===== config.mk =====
export PLATFORM = sky130hd
export DESIGN_NAME = seg_display_scanner
export DESIGN_NICKNAME = d
export VERILOG_FILES = /design/src/rtl/seg_display_scanner.sv
export SDC_FILE = /design/constraint.sdc
export NUM_CORES = 1
export LEC_CHECK = 0
export ABC_AREA = 1
export CORE_MARGIN = 4
export CORE_UTILIZATION = 35
export DETAILED_ROUTE_END_ITERATION = 12
export SYNTH_ARGS = -nofsm -noshare
export SYNTH_HDL_FRONTEND = slang
export SYNTH_SLANG_ARGS = --single-unit

===== constraint.sdc =====
create_clock -name clk -period 3.7 [get_ports clk]
set_input_delay 0.74 -clock clk [delete_from_list [all_inputs] [get_ports clk]]
set_output_delay 0.74 -clock clk [all_outputs]
set_load 0.03 [all_outputs]

===== src/rtl/seg_display_scanner.sv =====
// Eight-digit common-anode hex display scanner for the CPU display word,
// with paused (dp) and halted (blink) status; `SEG_LZS_EN enables leading-zero suppression.
module seg_display_scanner #(
    parameter int unsigned ScanDiv     = 100000,
    parameter int unsigned BlinkFrames = 32
) (
    input  logic        clk,
    input  logic        rst_n,
    input  logic [31:0] display,
    input  logic        run,
    input  logic        halt,
    input  logic        freeze,
    output logic [7:0]  seg,
    output logic [7:0]  an
);

    localparam int unsigned CntW  = (ScanDiv > 1) ? $clog2(ScanDiv) : 1;
    localparam int unsigned FcntW = (BlinkFrames > 1) ? $clog2(BlinkFrames) : 1;
    localparam logic [CntW-1:0]  CntLast  = CntW'(ScanDiv - 1);
    localparam logic [FcntW-1:0] FcntLast = FcntW'(BlinkFrames - 1);

    logic [CntW-1:0]  cnt;
    logic [2:0]       idx;
    logic [31:0]      shadow;
    logic [FcntW-1:0] fcnt;
    logic             blank;

    logic             tick_c;
    logic             frame_c;
    logic [31:0]      upper_c;
    logic [3:0]       nib_c;
    logic             dark_c;
    logic [7:0]       seg_d;
    logic [7:0]       an_d;

    // Active-low {g,f,e,d,c,b,a} hex glyphs.
    function automatic logic [6:0] hex7(input logic [3:0] n);
        logic [6:0] s;
        s = 7'h7F;
        case (n)
            4'h0: s = 7'h40;
            4'h1: s = 7'h79;
            4'h2: s = 7'h24;
            4'h3: s = 7'h30;
            4'h4: s = 7'h19;
            4'h5: s = 7'h12;
            4'h6: s = 7'h02;
            4'h7: s = 7'h78;
            4'h8: s = 7'h00;
            4'h9: s = 7'h10;
            4'hA: s = 7'h08;
            4'hB: s = 7'h03;
            4'hC: s = 7'h46;
            4'hD: s = 7'h21;
            4'hE: s = 7'h06;
            4'hF: s = 7'h0E;
            default: s = 7'h7F;
        endcase
        return s;
    endfunction

    assign tick_c  = (cnt == CntLast);
    assign frame_c = tick_c && (idx == 3'd7);
    assign upper_c = shadow >> {idx, 2'b00};
    assign nib_c   = upper_c[3:0];

`ifdef SEG_LZS_EN
    assign dark_c = (idx != 3'd0) && (upper_c == 32'h0);
`else
    assign dark_c = 1'b0;
`endif

    // Next output pattern for the digit currently selected.
    always_comb begin
        an_d  = 8'hFF;
        seg_d = 8'hFF;
        if (!blank) begin
            an_d = ~(8'h01 << idx);
            if (!dark_c) begin
                seg_d = {~((idx == 3'd0) && !run), hex7(nib_c)};
            end
        end
    end

    // Prescaler, digit scan and frame-coherent shadow capture.
    always_ff @(posedge clk or negedge rst_n) begin
        if (!rst_n) begin
            cnt    <= '0;
            idx    <= 3'd0;
            shadow <= 32'h0;
        end else begin
            cnt <= tick_c ? '0 : cnt + CntW'(1);
            if (tick_c) begin
                idx <= idx + 3'd1;
            end
            if (frame_c && !freeze) begin
                shadow <= display;
            end
        end
    end

    // Halt blink: blank toggles every BlinkFrames frames while halted.
    always_ff @(posedge clk or negedge rst_n) begin
        if (!rst_n) begin
            fcnt  <= '0;
            blank <= 1'b0;
        end else if (!halt) begin
            fcnt  <= '0;
            blank <= 1'b0;
        end else if (frame_c) begin
            if (fcnt == FcntLast) begin
                fcnt  <= '0;
                blank <= ~blank;
            end else begin
                fcnt <= fcnt + FcntW'(1);
            end
        end
    end

    always_ff @(posedge clk or negedge rst_n) begin
        if (!rst_n) begin
            seg <= 8'hFF;
            an  <= 8'hFF;
        end else begin
            seg <= seg_d;
            an  <= an_d;
        end
    end

endmodule


# Yosys cells after proc, flatten, opt, wreduce, memory -nomap -nowiden
# Memory sizes are Yosys's and may differ from the RTL's.
# Cells that the tools add are included.
# op_classes
add_sub_neg	3
mul	0
div_mod_pow	0
n_lt_le_gt_ge	0
n_eq_ne	5
shift	2
n_mux	9
bitwise	3
reduce_logical	7
# ops
op	n
32-bit by 5-bit right shift with 4-bit output	1
17-bit by 1-bit adder with 17-bit output, second input constant	1
17-bit equality test, second input constant	1
17-bit two-way mux	1
8-bit two-way mux	2
5-bit two-way mux	3
8-bit inverter	1
1-bit by 3-bit left shift with 8-bit output, first input constant	1
5-bit by 1-bit adder with 5-bit output, second input constant	1
5-bit equality test, second input constant	1
2-bit by 1-bit inequality test with 1-bit output, second input constant	2
3-bit by 1-bit adder with 3-bit output, second input constant	1
3-bit equality test, second input constant	1
1-bit logical AND	3
3-bit logical NOT	1
1-bit two-way mux	3
1-bit logical NOT	2
1-bit inverter	2
2-bit AND reduction	1
# word_totals
ff_bits	74
latchBits	0
ram_bits	0
romBits	112
in_bits	37
out_inout_bits	16
wordCells	37
memories	1
# memory_table
name	words	word_bits	read_ports	rd_ports_with_merged_regs	wr	line	source
(no name shown)	16	7	1	0	0	40	case (n)

# Longest topological paths before layout
# depth
depth_word	4
depth_mapped	15

# Worst setup path before layout
# No wires, ideal clock.
# synth_path
path_kind	register -> register
startpoint	register idx[0]
endpoint	register seg[5]
setup_ns	0.094
arrival_ns	1.723
slack_ns	1.884
stages_incl_launch_ff	14
n_path_buf	2
period_less_slack_ns	1.816
cell_sequence	dfrtp_1 > buf_4 > inv_4 > buf_4 > nand2_1 > nand3_1 > nand2_1 > o21ai_2 > inv_1 > ha_1 > nand3_1 > nand2_1 > nand2_1 > nand3_1
# synth_between
elab_chain_len	3
# synth_rtl
item	line	source
from (decl)	23	logic [2:0] idx;
from (signal assigned)	94	idx <= idx + 3'd1;
32-bit by 5-bit right shift with 4-bit output	64	assign upper_c = shadow >> {idx, 2'b00};
memory 16 x 7 bit	--	
8-bit two-way mux	77	if (!blank) begin
net seg_d[5]	33	logic [7:0] seg_d;
to (signal assigned)	125	seg <= seg_d;
to (decl)	13	output logic [7:0] seg,
# The timed path passes the listed nets, and every way through them passes these cells.
# A chain may end at the register's enable or synchronous reset.

# Worst setup path in the final report
# layout_path
startpoint	register idx[0]
endpoint	register shadow[18]
# layout_between
elab_chain_len	3
# layout_rtl
item	line	source
3-bit equality test	63	assign frame_c = tick_c && (idx == 3'd7);
1-bit logical AND	63	
1-bit logical AND	96	if (frame_c && !freeze) begin
to (signal assigned)	97	shadow <= display;
to (decl)	24	logic [31:0] shadow;
# Every way passes these cells.

==> results_dict.tcl <==
set metrics [dict create \
    drt_wl_total_mm 8.22 \
    drtIter0Drc 189 \
    seq_power_share_pct 47.4 \
    rsz0062_at_grt "no" \
    start_kind "flop" \
    fin_setup_tns_ns 0 \
    powerDensity_nw_per_um2 345 \
    postCtsResizedCells 0 \
    synthArstFlopShare_pct 100 \
    slowest_delay_ns 0.63 \
    syn_inst 523 \
    ioPinCount 53 \
    final_common_cell "nand2_1" \
    peakVddDrop_v 0.000156 \
    grt_usage_pct 13.4 \
    ant_nets 0 \
    avgSynthCellArea_um2 7.78 \
    grt_pass1_wl_mm 14.4 \
    worstPathBufferInverterCount 2 \
    clock_power_share_pct 48.5 \
    status "complete, no violations" \
    finalSetupViolCount 0 \
    dominantRegCellSynth "dfrtp_1" \
    hold_viol 0 \
    cts_buffer_depth 2 \
    gp_congestion 0.869 \
    p_int_mw 1.37 \
    max_freq_mhz 372 \
    postCtsSetupBuffers 0 \
    synth_nets 575 \
    finClkSkew_ns 0.00597 \
    slew_viol_final 0 \
    nNetsFinal 623 \
    grt_max_degree 40 \
    core_area_um2 11400 \
    grt_antenna_before_repair 0 \
    cts_tree "done" \
    pwr-share-comb_pct 4.1 \
    yosysSeqAreaShare_pct 46.0 \
    rows 39 \
    fin_cells 719 \
    portBuffers 52 \
    avgViaCountPerCell 4.54 \
    endpoint_kind "flop" \
    die_x_um 116 \
    die-area_um2 13400 \
    slowest_stage "nand2_2" \
    p_leak_nw 2.49 \
    grt_pass1_vias 3161 \
    filler_cell_count 1165 \
    synth_seq_cells 74 \
    synth_cell_types 32 \
    layout-drive-gt1-share_pct 8.85 \
    maxCapViolations 0 \
    criticalPathCategory "reg -> reg" \
    cts.clk_slew.worst_paths_ns 0.06 \
    vias 3265 \
    final_util_pct 43.5 \
    holdBufCountCts 0 \
    power.total_mw 1.71 \
    cts_made_buffers 9 \
    grt_overflow 0 \
    crit_chain "ha_1, ha_1, nand3_2, clkinv_2, nand2_2, nand2_1, nand2_1, inv_1" \
    critPathRequiredTime_ns 3.92 \
    worstPathMaxFanout 39 \
    place_hpwl_mm 6.10 \
    crit_family "simple AND/OR/NAND/NOR gates" \
    fin_hold_ws_ns 0.447 \
    synth_warnings 0 \
    synth_area_um2 4070 \
    post-route-period-util_pct 72.7 \
    area_growth_pct 21.9 \
    netSwitchingFraction_pct 19.9 \
    p_switching_uw 340 \
    hold_class "in -> async" \
    clock_latency_ns 0.33 \
    drt-wirelength-per-cell_um 11.4 \
    r2r_slack_ns 1.01 \
    initial_utilization_pct 35.7 \
    min_period_ns 2.69 \
    dieHeight_um 116 \
    antenna_cells 0 \
    layout_common_cells "nand2_1 (156), inv_1 (94), dfrtp_1 (58)" \
    clock-sinks 74 \
    drc 0 \
    slew-limit-headroom_pct 55.4 \
    synth-edff-count 0 \
    placed_cells 703 \
    multi_input_area_um2 1710 \
    final-seq-area_um2 1870 \
    htree_num_levels 3 \
    firstDrtPassIters 4 \
    tightest_slew_ns 0.669 \
    ctsRootBufferMaster "clkbuf_16" \
    cp.arrival_ns 2.91 \
]
synthesized netlist by cell type (5+ instances only):
library cell	n	area share [%]
buf_2	7	0.86
clkbuf_1	6	0.55
dfrtp_1	58	36
dfstp_2	16	10
ha_1	15	4.6
inv_1	94	8.7
inv_2	5	0.46
nand2_1	156	14
nand3_1	54	6.6
nand3b_1	33	6.1
nand4_1	6	0.92
nor2_1	26	2.4
nor3_1	5	0.61
xor2_1	10	2.2
through the flow:
step	setup slack, ns	instance area [um2]
detailed placement	0.981	4680
global route	0.685	4960
finish	1.01	4960
CTS	0.967	4960
global placement	1.11	4680
floorplan	1.88	4070
worst paths after layout:
check | startpoint | end | depth (start not counted)
max in group asynchronous | rst_n | seg[0] | 2
min reg2reg | cnt[0] | cnt[0] | 1
max reg2reg | idx[0] | shadow[18] | 8
max | idx[0] | shadow[18] | 8
min in group clk | cnt[0] | cnt[0] | 1
min | rst_n | cnt[0] | 1
registers in the layout, indices dropped and copies added, names as in the netlist:
signal	flops
idx	3
an	8
cnt	17
fcnt	5
shadow	32
blank	1
seg	8
cell families after synthesis:
logic type / Yosys count / synth area share, %
flip-flops: 74 / 46.0
AO/OA/AOI/OAI: 11 / 1.51
XOR/XNOR: 10 / 2.15
adder cells (fa/ha/maj): 15 / 4.61
AND/OR/NAND/NOR: 294 / 33.7
buffers and inverters: 119 / 12.0
power by group through the flow:
stage | Sequential, mW | Clock, mW | Combinational (mW)
finish | 0.812 | 0.832 | 0.0698
floorplan | 0.827 | 0 | 0.0129
CTS | 0.812 | 0.854 | 0.0722
global placement | 0.825 | 0 | 0.0707
detailed placement | 0.825 | 0 | 0.0719
global route | 0.811 | 0.893 | 0.0771
per-layer routing:
| layer | share of wire (%) | wire (um) | track usage (%) | vias up |
|---|---|---|---|---|
| met5 | 0 | 0 | 0 | - |
| met4 | 3.0 | 245 | 7.12 | 0 |
| met3 | 4.5 | 370 | 2.61 | 19 |
| met2 | 45 | 3700 | 20.8 | 79 |
| met1 | 48 | 3910 | 17.7 | 1476 |
| li1 | - | - | - | 1691 |
final cells by class:
class | instances | share of cell area, %
Clock inverter | 3 | 0.807
Clock buffer | 13 | 4.84
Sequential cell | 74 | 37.7
Multi-Input combinational cell | 330 | 34.5
Timing Repair Buffer | 55 | 10.8
Inverter | 101 | 7.72
Tap cell | 143 | 3.61
(Power assumes the default switching activity.)
